===== src/rtl/mc_ctrl_pkg.sv =====
// rtl/mc_ctrl_pkg.sv - opcode, state and control-field encodings for the multicycle control unit
//
// Shared by mc_ctrl_decode and multicycle_control.
//   OP_*     : MIPS opcode field values (IR[31:26])
//   state_e  : 4-bit FSM state encoding, also exported on state_dbg
//   ALU_*    : alu_op codes
//   SRCB_*   : alu_src_b mux selects
//   PCSRC_*  : pc_source mux selects
//   REGDST_* : reg_dst mux selects
//   ctrl_t   : full datapath control word produced by the decoder
package mc_ctrl_pkg;

    localparam logic [5:0] OP_RTYPE = 6'b000000;
    localparam logic [5:0] OP_LW    = 6'b100011;
    localparam logic [5:0] OP_SW    = 6'b101011;
    localparam logic [5:0] OP_BEQ   = 6'b000100;
    localparam logic [5:0] OP_BNE   = 6'b000101;
    localparam logic [5:0] OP_J     = 6'b000010;
    localparam logic [5:0] OP_ADDI  = 6'b001000;

    typedef enum logic [3:0] {
        ST_IDLE      = 4'd0,
        ST_FETCH     = 4'd1,
        ST_DECODE    = 4'd2,
        ST_MEM_ADDR  = 4'd3,
        ST_MEM_READ  = 4'd4,
        ST_MEM_WB    = 4'd5,
        ST_MEM_WRITE = 4'd6,
        ST_EXEC      = 4'd7,
        ST_R_WB      = 4'd8,
        ST_BRANCH    = 4'd9,
        ST_JUMP      = 4'd10,
        ST_ADDI_EX   = 4'd11,
        ST_ADDI_WB   = 4'd12,
        ST_TRAP      = 4'd13
    } state_e;

    localparam logic [1:0] ALU_ADD   = 2'b00;
    localparam logic [1:0] ALU_SUB   = 2'b01;
    localparam logic [1:0] ALU_FUNCT = 2'b10;

    localparam logic [1:0] SRCB_B       = 2'b00;
    localparam logic [1:0] SRCB_FOUR    = 2'b01;
    localparam logic [1:0] SRCB_IMM     = 2'b10;
    localparam logic [1:0] SRCB_IMM_SH2 = 2'b11;

    localparam logic [1:0] PCSRC_ALU    = 2'b00;
    localparam logic [1:0] PCSRC_ALUOUT = 2'b01;
    localparam logic [1:0] PCSRC_JUMP   = 2'b10;

    localparam logic [1:0] REGDST_RT = 2'b00;
    localparam logic [1:0] REGDST_RD = 2'b01;

    typedef struct packed {
        logic       pc_write;
        logic       pc_write_cond;
        logic       iord;
        logic       mem_read;
        logic       mem_write;
        logic       ir_write;
        logic       mem_to_reg;
        logic [1:0] reg_dst;
        logic       reg_write;
        logic       alu_src_a;
        logic [1:0] alu_src_b;
        logic [1:0] alu_op;
        logic [1:0] pc_source;
        logic       bne;
        logic       illegal_op;
        logic       instr_done;
    } ctrl_t;

endpackage


===== src/rtl/mc_ctrl_decode.sv =====
// rtl/mc_ctrl_decode.sv - combinational state-to-control-word decoder
//
// Ports:
//   state_i     : current FSM state
//   opcode_i    : instruction opcode, only consulted in BRANCH (beq vs bne)
//   mem_ready_i : effective memory ready (already forced high when handshaking is off)
//   ctrl_o      : datapath control word; all-zero for IDLE and unknown states
module mc_ctrl_decode
    import mc_ctrl_pkg::*;
(
    input  state_e     state_i,
    input  logic [5:0] opcode_i,
    input  logic       mem_ready_i,
    output ctrl_t      ctrl_o
);

    always_comb begin
        ctrl_o = '0;
        case (state_i)
            ST_FETCH: begin
                ctrl_o.mem_read  = 1'b1;
                ctrl_o.alu_src_b = SRCB_FOUR;
                ctrl_o.alu_op    = ALU_ADD;
                ctrl_o.pc_source = PCSRC_ALU;
                // IR and PC only latch on the cycle the fetch actually completes
                ctrl_o.ir_write  = mem_ready_i;
                ctrl_o.pc_write  = mem_ready_i;
            end
            ST_DECODE: begin
                ctrl_o.alu_src_b = SRCB_IMM_SH2;
                ctrl_o.alu_op    = ALU_ADD;
            end
            ST_MEM_ADDR: begin
                ctrl_o.alu_src_a = 1'b1;
                ctrl_o.alu_src_b = SRCB_IMM;
            end
            ST_MEM_READ: begin
                ctrl_o.mem_read = 1'b1;
                ctrl_o.iord     = 1'b1;
            end
            ST_MEM_WB: begin
                ctrl_o.reg_write  = 1'b1;
                ctrl_o.mem_to_reg = 1'b1;
                ctrl_o.reg_dst    = REGDST_RT;
                ctrl_o.instr_done = 1'b1;
            end
            ST_MEM_WRITE: begin
                ctrl_o.mem_write  = 1'b1;
                ctrl_o.iord       = 1'b1;
                // sw retires on the cycle memory accepts the write
                ctrl_o.instr_done = mem_ready_i;
            end
            ST_EXEC: begin
                ctrl_o.alu_src_a = 1'b1;
                ctrl_o.alu_src_b = SRCB_B;
                ctrl_o.alu_op    = ALU_FUNCT;
            end
            ST_R_WB: begin
                ctrl_o.reg_write  = 1'b1;
                ctrl_o.reg_dst    = REGDST_RD;
                ctrl_o.instr_done = 1'b1;
            end
            ST_BRANCH: begin
                ctrl_o.alu_src_a     = 1'b1;
                ctrl_o.alu_src_b     = SRCB_B;
                ctrl_o.alu_op        = ALU_SUB;
                ctrl_o.pc_write_cond = 1'b1;
                ctrl_o.pc_source     = PCSRC_ALUOUT;
                ctrl_o.bne           = (opcode_i == OP_BNE);
                ctrl_o.instr_done    = 1'b1;
            end
            ST_JUMP: begin
                ctrl_o.pc_write   = 1'b1;
                ctrl_o.pc_source  = PCSRC_JUMP;
                ctrl_o.instr_done = 1'b1;
            end
            ST_ADDI_EX: begin
                ctrl_o.alu_src_a = 1'b1;
                ctrl_o.alu_src_b = SRCB_IMM;
                ctrl_o.alu_op    = ALU_ADD;
            end
            ST_ADDI_WB: begin
                ctrl_o.reg_write  = 1'b1;
                ctrl_o.reg_dst    = REGDST_RT;
                ctrl_o.instr_done = 1'b1;
            end
            ST_TRAP: begin
                ctrl_o.illegal_op = 1'b1;
            end
            default: ;
        endcase
    end

endmodule


===== src/rtl/multicycle_control.sv =====
// rtl/multicycle_control.sv - multicycle MIPS control FSM with retired-instruction counter
//
// Ports:
//   clk, rst         : clock (rising edge), asynchronous active-low reset
//   opcode           : IR[31:26], stable from DECODE until retirement
//   mem_ready        : memory access completes this cycle
//   pc_write .. bne  : datapath controls, Moore-decoded from the state
//   illegal_op       : high while parked in TRAP
//   instr_done       : one-cycle pulse in the last state of each instruction
//   retired_cnt      : wrapping count of retired instructions
//   state_dbg        : current state encoding
module multicycle_control
    import mc_ctrl_pkg::*;
#(
    parameter bit ENABLE_BNE    = 1'b1,
    parameter bit ENABLE_ADDI   = 1'b1,
    parameter bit MEM_HANDSHAKE = 1'b1,
    parameter int CNT_W         = 32
) (
    input  logic             clk,
    input  logic             rst,
    input  logic [5:0]       opcode,
    input  logic             mem_ready,
    output logic             pc_write,
    output logic             pc_write_cond,
    output logic             iord,
    output logic             mem_read,
    output logic             mem_write,
    output logic             ir_write,
    output logic             mem_to_reg,
    output logic [1:0]       reg_dst,
    output logic             reg_write,
    output logic             alu_src_a,
    output logic [1:0]       alu_src_b,
    output logic [1:0]       alu_op,
    output logic [1:0]       pc_source,
    output logic             bne,
    output logic             illegal_op,
    output logic             instr_done,
    output logic [CNT_W-1:0] retired_cnt,
    output logic [3:0]       state_dbg
);

    state_e           state_q, state_d;
    logic [CNT_W-1:0] cnt_q, cnt_d;
    logic             mem_rdy;
    ctrl_t            ctrl;

    // Without a handshake every wait state behaves as if memory answered at once
    assign mem_rdy = MEM_HANDSHAKE ? mem_ready : 1'b1;

    mc_ctrl_decode u_decode (
        .state_i     (state_q),
        .opcode_i    (opcode),
        .mem_ready_i (mem_rdy),
        .ctrl_o      (ctrl)
    );

    always_comb begin
        state_d = state_q;
        case (state_q)
            ST_IDLE:     state_d = ST_FETCH;
            ST_FETCH:    if (mem_rdy) state_d = ST_DECODE;
            ST_DECODE: begin
                case (opcode)
                    OP_RTYPE:     state_d = ST_EXEC;
                    OP_LW, OP_SW: state_d = ST_MEM_ADDR;
                    OP_BEQ:       state_d = ST_BRANCH;
                    OP_BNE:       state_d = ENABLE_BNE ? ST_BRANCH : ST_TRAP;
                    OP_J:         state_d = ST_JUMP;
                    OP_ADDI:      state_d = ENABLE_ADDI ? ST_ADDI_EX : ST_TRAP;
                    default:      state_d = ST_TRAP;
                endcase
            end
            // Only lw and sw reach MEM_ADDR, so one opcode compare picks the path
            ST_MEM_ADDR:  state_d = (opcode == OP_SW) ? ST_MEM_WRITE : ST_MEM_READ;
            ST_MEM_READ:  if (mem_rdy) state_d = ST_MEM_WB;
            ST_MEM_WB:    state_d = ST_FETCH;
            ST_MEM_WRITE: if (mem_rdy) state_d = ST_FETCH;
            ST_EXEC:      state_d = ST_R_WB;
            ST_R_WB:      state_d = ST_FETCH;
            ST_BRANCH:    state_d = ST_FETCH;
            ST_JUMP:      state_d = ST_FETCH;
            ST_ADDI_EX:   state_d = ST_ADDI_WB;
            ST_ADDI_WB:   state_d = ST_FETCH;
            ST_TRAP:      state_d = ST_TRAP;
            default:      state_d = ST_IDLE;
        endcase
    end

    assign cnt_d = ctrl.instr_done ? cnt_q + CNT_W'(1) : cnt_q;

    always_ff @(posedge clk or negedge rst) begin
        if (!rst) begin
            state_q <= ST_IDLE;
            cnt_q   <= '0;
        end else begin
            state_q <= state_d;
            cnt_q   <= cnt_d;
        end
    end

    assign pc_write      = ctrl.pc_write;
    assign pc_write_cond = ctrl.pc_write_cond;
    assign iord          = ctrl.iord;
    assign mem_read      = ctrl.mem_read;
    assign mem_write     = ctrl.mem_write;
    assign ir_write      = ctrl.ir_write;
    assign mem_to_reg    = ctrl.mem_to_reg;
    assign reg_dst       = ctrl.reg_dst;
    assign reg_write     = ctrl.reg_write;
    assign alu_src_a     = ctrl.alu_src_a;
    assign alu_src_b     = ctrl.alu_src_b;
    assign alu_op        = ctrl.alu_op;
    assign pc_source     = ctrl.pc_source;
    assign bne           = ctrl.bne;
    assign illegal_op    = ctrl.illegal_op;
    assign instr_done    = ctrl.instr_done;
    assign retired_cnt   = cnt_q;
    assign state_dbg     = state_q;

endmodule


===== config.mk =====
export PLATFORM = sky130hd
export DESIGN_NAME = multicycle_control
export DESIGN_NICKNAME = d
export VERILOG_FILES = /design/src/rtl/mc_ctrl_pkg.sv /design/src/rtl/mc_ctrl_decode.sv /design/src/rtl/multicycle_control.sv
export SDC_FILE = /design/constraint.sdc
export NUM_CORES = 1
export LEC_CHECK = 0
export CAP_MARGIN = 10
export CELL_PAD_IN_SITES_DETAIL_PLACEMENT = 0
export CELL_PAD_IN_SITES_GLOBAL_PLACEMENT = 1
export CORE_UTILIZATION = 36
export DETAILED_ROUTE_END_ITERATION = 16
export PLACE_DENSITY_LB_ADDON = 0.1
export SETUP_SLACK_MARGIN = 0.2
export SYNTH_ARGS = -nofsm -noshare
export SYNTH_HDL_FRONTEND = slang
export SYNTH_SLANG_ARGS = --single-unit

===== constraint.sdc =====
create_clock -name clk -period 2.55 [get_ports clk]
set_clock_uncertainty 0.05 [all_clocks]
set_input_delay 0.765 -clock clk [delete_from_list [all_inputs] [get_ports clk]]
set_output_delay 0.765 -clock clk [all_outputs]
set_load 0.03 [all_outputs]

==> results of run 1 <==
[cell type report]
| cell class | instances | area [um2] | area share |
|---|---|---|---|
| clock buffers | 6 | 82.6 | 0.0248 |
| clock inverters | 2 | 10.0 | 0.00301 |
| inverters | 4 | 15.0 | 0.00451 |
| multi-input cells | 170 | 1280 | 0.384 |
| flip-flops and latches | 36 | 906 | 0.272 |
| well taps | 75 | 93.8 | 0.0282 |
| repair buffers | 104 | 943 | 0.283 |
[worst paths after layout]
path	start	end	slack [ns]	cells past startpoint
max in group asynchronous	rst	state_dbg[1]	1.24	2
worst min register to register	retired_cnt[31]	retired_cnt[31]	0.42	1
min in group asynchronous	rst	retired_cnt[11]	0.84	2
worst max register to register	state_dbg[1]	retired_cnt[21]	0.56	6
worst max-delay path	opcode[3]	bne	-0.18	5
worst min-delay path	retired_cnt[31]	retired_cnt[31]	0.42	1
[per-layer routing]
| metal | routed length, um | share of wire |
|---|---|---|
| met3 | 282 | 0.049 |
| met1 | 2550 | 0.44 |
| met4 | 65 | 0.011 |
| met5 | 0 | 0 |
| met2 | 2840 | 0.49 |
[power groups by stage]
stage | sequential (uW) | combinational [uW] | clock [uW]
6_report | 817 | 1970 | 421
2_1_floorplan | 960 | 896 | 0
3_3_place_gp | 874 | 1660 | 0
5_1_grt | 830 | 2110 | 466
3_5_place_dp | 874 | 1650 | 0
4_1_cts | 821 | 1890 | 441
[cells by family after synthesis]
group | synth area share
xor+xnor | 0.127
other cells | 0.00171
mux | 0.00968
compound gates | 0.176
flops | 0.410
fa+ha+maj | 0.0119
buf+inv | 0.0461
simple gates | 0.217
[synthesized netlist by cell type, types with 2 or more instances]
library cell | number | share of area
sky130_fd_sc_hd__nand4_1 | 5 | 0.014
sky130_fd_sc_hd__nand2b_1 | 6 | 0.017
sky130_fd_sc_hd__xor2_1 | 4 | 0.016
sky130_fd_sc_hd__nand3b_1 | 2 | 0.0068
sky130_fd_sc_hd__inv_1 | 4 | 0.0068
sky130_fd_sc_hd__a21boi_0 | 2 | 0.0068
sky130_fd_sc_hd__a2111oi_0 | 3 | 0.012
sky130_fd_sc_hd__o211ai_1 | 9 | 0.031
sky130_fd_sc_hd__a21oi_1 | 4 | 0.0091
sky130_fd_sc_hd__or3_1 | 3 | 0.0085
sky130_fd_sc_hd__a221oi_1 | 2 | 0.0080
sky130_fd_sc_hd__nor4_1 | 2 | 0.0057
sky130_fd_sc_hd__nand2_1 | 11 | 0.019
sky130_fd_sc_hd__clkbuf_1 | 4 | 0.0068
sky130_fd_sc_hd__xnor2_1 | 28 | 0.11
sky130_fd_sc_hd__nor3_1 | 9 | 0.020
sky130_fd_sc_hd__dfrtp_1 | 36 | 0.41
sky130_fd_sc_hd__nor4b_1 | 2 | 0.0080
sky130_fd_sc_hd__a21o_1 | 2 | 0.0068
sky130_fd_sc_hd__buf_4 | 5 | 0.017
sky130_fd_sc_hd__o21ai_0 | 9 | 0.020
sky130_fd_sc_hd__and2_1 | 5 | 0.014
sky130_fd_sc_hd__nor2_1 | 20 | 0.034
sky130_fd_sc_hd__buf_6 | 3 | 0.015
sky130_fd_sc_hd__and3_1 | 3 | 0.0085
sky130_fd_sc_hd__o2111ai_1 | 13 | 0.052
sky130_fd_sc_hd__nand3_1 | 8 | 0.018
[repair_timing]
action	in CTS	in global routing
resized for setup	47	21
pin swaps	4	4
setup buffers	13	5
endpoints found under the setup margin	22	16
[metrics by stage]
| stage | area [um2] | util | TNS, ns |
|---|---|---|---|
| after global placement | 3030 | 0.511 | -0.656 |
| after CTS | 3250 | 0.550 | -0.178 |
| after floorplan | 2230 | - | -0.0924 |
| after global routing | 3330 | 0.562 | -0.211 |
| after detailed placement | 3030 | 0.511 | -0.669 |
| final | 3330 | 0.562 | -0.180 |
[registers in the layout (all words and copies together) (netlist names)]
name         cells
retired_cnt     32
state_dbg        4
[critical path: stages]
cell                     delay [ns]
sky130_fd_sc_hd__buf_6         0.09
sky130_fd_sc_hd__or3_4         0.37
sky130_fd_sc_hd__or3_4         0.34
sky130_fd_sc_hd__nor3_4        0.19
sky130_fd_sc_hd__buf_6         0.15
==> out/qor.txt, run 1 <==
OUTCOME
------------------------------------------------------------------------------------------
Run status                                                                    finished, violations left
Violated checks                                                               negative setup slack

TIMING
------------------------------------------------------------------------------------------
Minimum hold slack                                                                0.423 ns
Min Tclk post-route                                                                2.73 ns
Min setup slack post-route                                                       -0.180 ns
Achievable clock frequency                                                         366 MHz
Final hold violation count                                                               0
Worst Tran Pin Value                                                              0.666 ns
Period utilisation layout                                                             1.07
Final count of pins violating max slew                                                   0
Setup-violating endpoint count in the final report                                       1
RSZ-0062 raised after global routing                                                   yes
Relative slew slack                                                                  0.553

ROUTE
------------------------------------------------------------------------------------------
Number of search-and-repair iterations in the first detailed-routing pass                4
Antenna violation net count after detailed routing                                       0
Number of DRC violations after detailed routing                                          0
WL/cell                                                                            14.5 um
Post-DR vias/cell                                                                     5.22
Total wirelength of the detailed-routed design                                     5740 um
Vias after detailed routing                                                          2,071
Initial drt markers                                                                     70

FINISH
------------------------------------------------------------------------------------------
Most used cells in the layout excluding fill and tap cells                    sky130_fd_sc_hd__buf_4, sky130_fd_sc_hd__clkdlybuf4s50_1, sky130_fd_sc_hd__dfrtp_1, sky130_fd_sc_hd__xnor2_1, sky130_fd_sc_hd__nor2_1
Net count, final                                                                       331
Fraction of final layout cells sized beyond drive strength 1                         0.307
Most frequent standard cell in the layout excluding fill and tap cells        sky130_fd_sc_hd__buf_4
Area added between synthesis and finish                                              51.4%
Count of inserted antenna diode cells                                                    0
Filler Cell Count                                                                      539
Final standard cell count with taps included and fillers excluded                      397

POWER
------------------------------------------------------------------------------------------
Share of total power in combinational logic                                          0.614
Power density cells                                                             963 mW/mm2
Int Power                                                                          1760 uW
Sequential share of power                                                            0.255
Clock network fraction of design power                                               0.131
Static leakage power                                                            0.00139 uW
Fraction of power spent switching nets                                               0.452
Total Power                                                                        3210 uW
Net switching power of the design                                                  1450 uW
Peak VDD IR                                                                         624 uV

CLOCK NETWORK
------------------------------------------------------------------------------------------
CTS H-tree lvls                                                                          2
Number of buffers between clock root and the deepest sink                                2
CTS buffer count                                                                         5
Insertion delay of the later-clocked pin in the worst-skew pair                    0.29 ns
Cell at the root of the clock tree                                            sky130_fd_sc_hd__clkbuf_8
Post-cts hold buffer count                                                               0
Clock edge transition at the registers on the reported setup and hold paths        0.08 ns
Clock tree from TritonCTS                                                              yes
Number of sinks driven by the clock tree                                                36

WORST SETUP PATH
------------------------------------------------------------------------------------------
Crit start category                                                             input port
Signal arrival time at the worst endpoint                                          1.92 ns
Worst Path Class, Setup                                                       input port to output pin
Kind of capture point of the worst setup path                                   output pin
Worst EP required                                                                  1.74 ns
Largest driver fanout on the critical path                                               2

FLOW RUN
------------------------------------------------------------------------------------------
Maximum Capacitance Violations                                                           0

SYNTHESIS
------------------------------------------------------------------------------------------
Number of enable-type register cells in the synthesized netlist                          0
Gate count after technology mapping                                                    222
Number of synthesis warnings                                                             0
Synth Register Bits                                                                     36
Ys flop type                                                                  sky130_fd_sc_hd__dfrtp_1
Fraction of the yosys area taken by sequential cells                                 0.410
Unique cell type count in the Yosys netlist                                             45
Synth Cell Area                                                                0.00220 mm2
Async set or reset register ratio after synthesis                                     1.00
Net count after synthesis                                                              232
Avg Synthesized Cell Area                                                         9.90 um2

FLOORPLAN
------------------------------------------------------------------------------------------
DIE WIDTH                                                                          80.1 um
Floorplan die area                                                             0.00642 mm2
Number of I/O pins                                                                      65
Area of the placeable core                                                     0.00592 mm2
Die Ht                                                                             80.1 um
Initial core utilization                                                             0.371
Placement Rows                                                                          28

PLACEMENT
------------------------------------------------------------------------------------------
Placed insts                                                                           371
Placer's final routability congestion estimate                                       0.826
Worst-case setup slack after placement                                           -0.540 ns
Estimated wirelength of the detail-placed design                                   3910 um
Count of buffers inserted at the top-level ports                                        63

GLOBAL ROUTING
------------------------------------------------------------------------------------------
Grt peak-use layer                                                                    met2
Number of antenna violations at the first check in global routing                        0
Met1 GRT Util                                                                        0.242
Met3 Usage GRT                                                                      0.0432
All-Layer GR Usage                                                                   0.196
Pin count of the biggest net entering global routing                                    37
Met2 track utilization from global routing                                           0.335
Remaining global-route overflow                                                          0
Wire length of the first global-routing pass                                       9670 um
Vias in the first global route                                                       2,003

MIN PATH
------------------------------------------------------------------------------------------
Worst hold-check path type                                                    register to register

Note: power is estimated with default switching activity, not from simulation.
==> run 2, diff against run 1 <==
--- a/config.mk
+++ b/config.mk
@@ -8,7 +8,9 @@
 export CAP_MARGIN = 10
 export CELL_PAD_IN_SITES_DETAIL_PLACEMENT = 0
 export CELL_PAD_IN_SITES_GLOBAL_PLACEMENT = 1
-export CORE_UTILIZATION = 36
+export CORE_MARGIN = 2
+export CORE_UTILIZATION = 37
+export CTS_BUF_LIST = sky130_fd_sc_hd__clkbuf_2 sky130_fd_sc_hd__clkbuf_4 sky130_fd_sc_hd__clkbuf_8
 export DETAILED_ROUTE_END_ITERATION = 16
 export PLACE_DENSITY_LB_ADDON = 0.1
 export SETUP_SLACK_MARGIN = 0.2
==> run 2 against run 1 <==
The run still ends with negative setup slack left. Sequential power rose by 1%. Routed wire length shrank 4.7%. Clock power is 3% higher. Die area is 2.3% higher. Sequential share of layout area rose by 0.24 points. Worst setup slack gained 0.0073 ns. Maximum frequency grew 0.27%. Combinational power is 4% lower. Hold slack better by 0.0012 ns. Critical path type unchanged.
==> out/qor.txt, run 2 (synthesis gave the netlist of run 1 again) <==
FLOW RUN
------------------------------------------------------------------------------------------
Maximum Capacitance Violations                                                           0

TIMING
------------------------------------------------------------------------------------------
Period utilisation layout                                                             1.07
Worst Tran Pin Value                                                              0.799 ns
Setup-violating endpoint count in the final report                                       1
Relative slew slack                                                                  0.467
Final count of pins violating max slew                                                   0
Final hold violation count                                                               0
RSZ-0062 raised after global routing                                                   yes
Achievable clock frequency                                                         367 MHz
Min setup slack post-route                                                       -0.173 ns
Min Tclk post-route                                                                2.72 ns
Minimum hold slack                                                                0.424 ns

FLOORPLAN
------------------------------------------------------------------------------------------
Floorplan die area                                                             0.00657 mm2
DIE WIDTH                                                                          81.1 um
Die Ht                                                                             81.1 um
Initial core utilization                                                             0.378
Placement Rows                                                                          28
Area of the placeable core                                                     0.00582 mm2
Number of I/O pins                                                                      65

POWER
------------------------------------------------------------------------------------------
Static leakage power                                                            0.00139 uW
Sequential share of power                                                            0.263
Clock network fraction of design power                                               0.137
Share of total power in combinational logic                                          0.600
Peak VDD IR                                                                         596 uV
Power density cells                                                             955 mW/mm2
Total Power                                                                        3150 uW
Net switching power of the design                                                  1410 uW
Int Power                                                                          1740 uW
Fraction of power spent switching nets                                               0.448

ROUTE
------------------------------------------------------------------------------------------
Total wirelength of the detailed-routed design                                     5470 um
Post-DR vias/cell                                                                     5.13
Antenna violation net count after detailed routing                                       0
Initial drt markers                                                                     71
Vias after detailed routing                                                          2,033
Number of search-and-repair iterations in the first detailed-routing pass                4
WL/cell                                                                            13.8 um
Number of DRC violations after detailed routing                                          0

CLOCK NETWORK
------------------------------------------------------------------------------------------
CTS H-tree lvls                                                                          2
Number of buffers between clock root and the deepest sink                                2
Clock edge transition at the registers on the reported setup and hold paths        0.07 ns
CTS buffer count                                                                         5
Insertion delay of the later-clocked pin in the worst-skew pair                    0.28 ns
Clock tree from TritonCTS                                                              yes
Number of sinks driven by the clock tree                                                36
Post-cts hold buffer count                                                               0
Cell at the root of the clock tree                                            sky130_fd_sc_hd__clkbuf_8

OUTCOME
------------------------------------------------------------------------------------------
Run status                                                                    finished, violations left
Violated checks                                                               negative setup slack

GLOBAL ROUTING
------------------------------------------------------------------------------------------
Number of antenna violations at the first check in global routing                        0
Remaining global-route overflow                                                          0
Pin count of the biggest net entering global routing                                    37
Vias in the first global route                                                       1,929
All-Layer GR Usage                                                                   0.172
Wire length of the first global-routing pass                                       8930 um

WORST SETUP PATH
------------------------------------------------------------------------------------------
FF-to-FF path depth                                                                      9
Crit start category                                                             input port
Worst setup slack for register-to-register paths                                   0.52 ns
Reg2Reg Capture Point                                                         retired_cnt[21]
Signal arrival time at the worst endpoint                                          1.91 ns
Worst Path Class, Setup                                                       input port to output pin
Worst EP required                                                                  1.74 ns
Chain of cells forming the critical path                                      buf_6, or3_4, or3_4, nor3_4, buf_6
Slowest cell delay on critical path                                                0.40 ns
Kind of capture point of the worst setup path                                   output pin
Largest driver fanout on the critical path                                               2
Reg2reg start                                                                 state_dbg[0]
CP max-delay cell                                                             sky130_fd_sc_hd__or3_4

FINISH
------------------------------------------------------------------------------------------
Most frequent standard cell in the layout excluding fill and tap cells        sky130_fd_sc_hd__buf_4
Post-layout instance area                                                      0.00330 mm2
Count of inserted antenna diode cells                                                    0
Most used cells in the layout excluding fill and tap cells                    sky130_fd_sc_hd__buf_4, sky130_fd_sc_hd__clkdlybuf4s50_1, sky130_fd_sc_hd__dfrtp_1, sky130_fd_sc_hd__xnor2_1, sky130_fd_sc_hd__nor2_1
Area added between synthesis and finish                                              50.1%
Finished Core Util                                                                   0.567
Fraction of final layout cells sized beyond drive strength 1                         0.296
Final standard cell count with taps included and fillers excluded                      396
Net count, final                                                                       330
Max FFs per register                                                                    32

MIN PATH
------------------------------------------------------------------------------------------
Hold path depth                                                                          1
Worst hold-check path type                                                    register to register
Hold path endpoint                                                            retired_cnt[31]
Worst min-delay path startpoint                                               retired_cnt[31]

PLACEMENT
------------------------------------------------------------------------------------------
Placer's final routability congestion estimate                                       0.787
Placed Area                                                                    0.00305 mm2
Placed insts                                                                           374
Estimated wirelength of the detail-placed design                                   3920 um
Count of buffers inserted at the top-level ports                                        63

[run 2: changes by cell type in the layout (fill, tap and decap cells not counted), sizes merged]
cell           delta
buf               -2
clkbuf            +3
clkdlybuf4s15     +1
clkdlybuf4s50     -2
clkinv            -2
dlymetal6s2s      +1
[run 2: area by class of cell]
cell class                      count  area [um2]
Multi-Input combinational cell    170        1270
Sequential cell                    36         906
Inverter                            4        15.0
Tap cell                           75        93.8
Timing Repair Buffer              103         920
Fill cell                         538        2520
Clock buffer                        8        97.6
[run 2: how the worst max path moves through the flow]
stage,from,end,slack [ns],cells after the start
2_1_floorplan,opcode[1],bne,-0.09,3
3_3_place_gp,opcode[1],bne,-0.52,5
3_5_place_dp,opcode[1],bne,-0.56,5
4_1_cts,opcode[5],bne,-0.18,5
5_1_grt,opcode[5],bne,-0.20,5
6_report,opcode[5],bne,-0.17,5
[run 2: power groups by stage]
| stage | clock [uW] | combinational [uW] | sequential (uW) |
|---|---|---|---|
| after CTS | 450 | 1820 | 835 |
| final | 433 | 1890 | 829 |
| after floorplan | 0 | 896 | 960 |
| after global placement | 0 | 1690 | 860 |
| after detailed placement | 0 | 1690 | 856 |
| after global routing | 475 | 2020 | 847 |
[run 2: critical path: cells and delay by family]
| family | cells | cell delay [ns] |
|---|---|---|
| AND/OR/NAND/NOR | 3 | 0.90 |
| buffers and inverters | 2 | 0.24 |
[run 2: timing repair]
item / in CTS / in global routing
resized for setup: 47 / 23
setup buffers: 9 / 5
pin swaps: 7 / 4
setup endpoints to repair: 22 / 15
[run 2: routing by layer]
metal	vias up	share of wire	global-route usage
li1	1009	-	-
met1	973	0.47	0.245
met2	46	0.47	0.274
met3	5	0.045	0.0300
met4	0	0.0077	0.0373
met5	-	0	0
[run 2: through the flow]
stage	setup TNS, ns	setup WS [ns]
finish	-0.173	-0.173
global route	-0.201	-0.201
CTS	-0.176	-0.176
detailed placement	-0.688	-0.556
global placement	-0.613	-0.519
floorplan	-0.0924	-0.0924
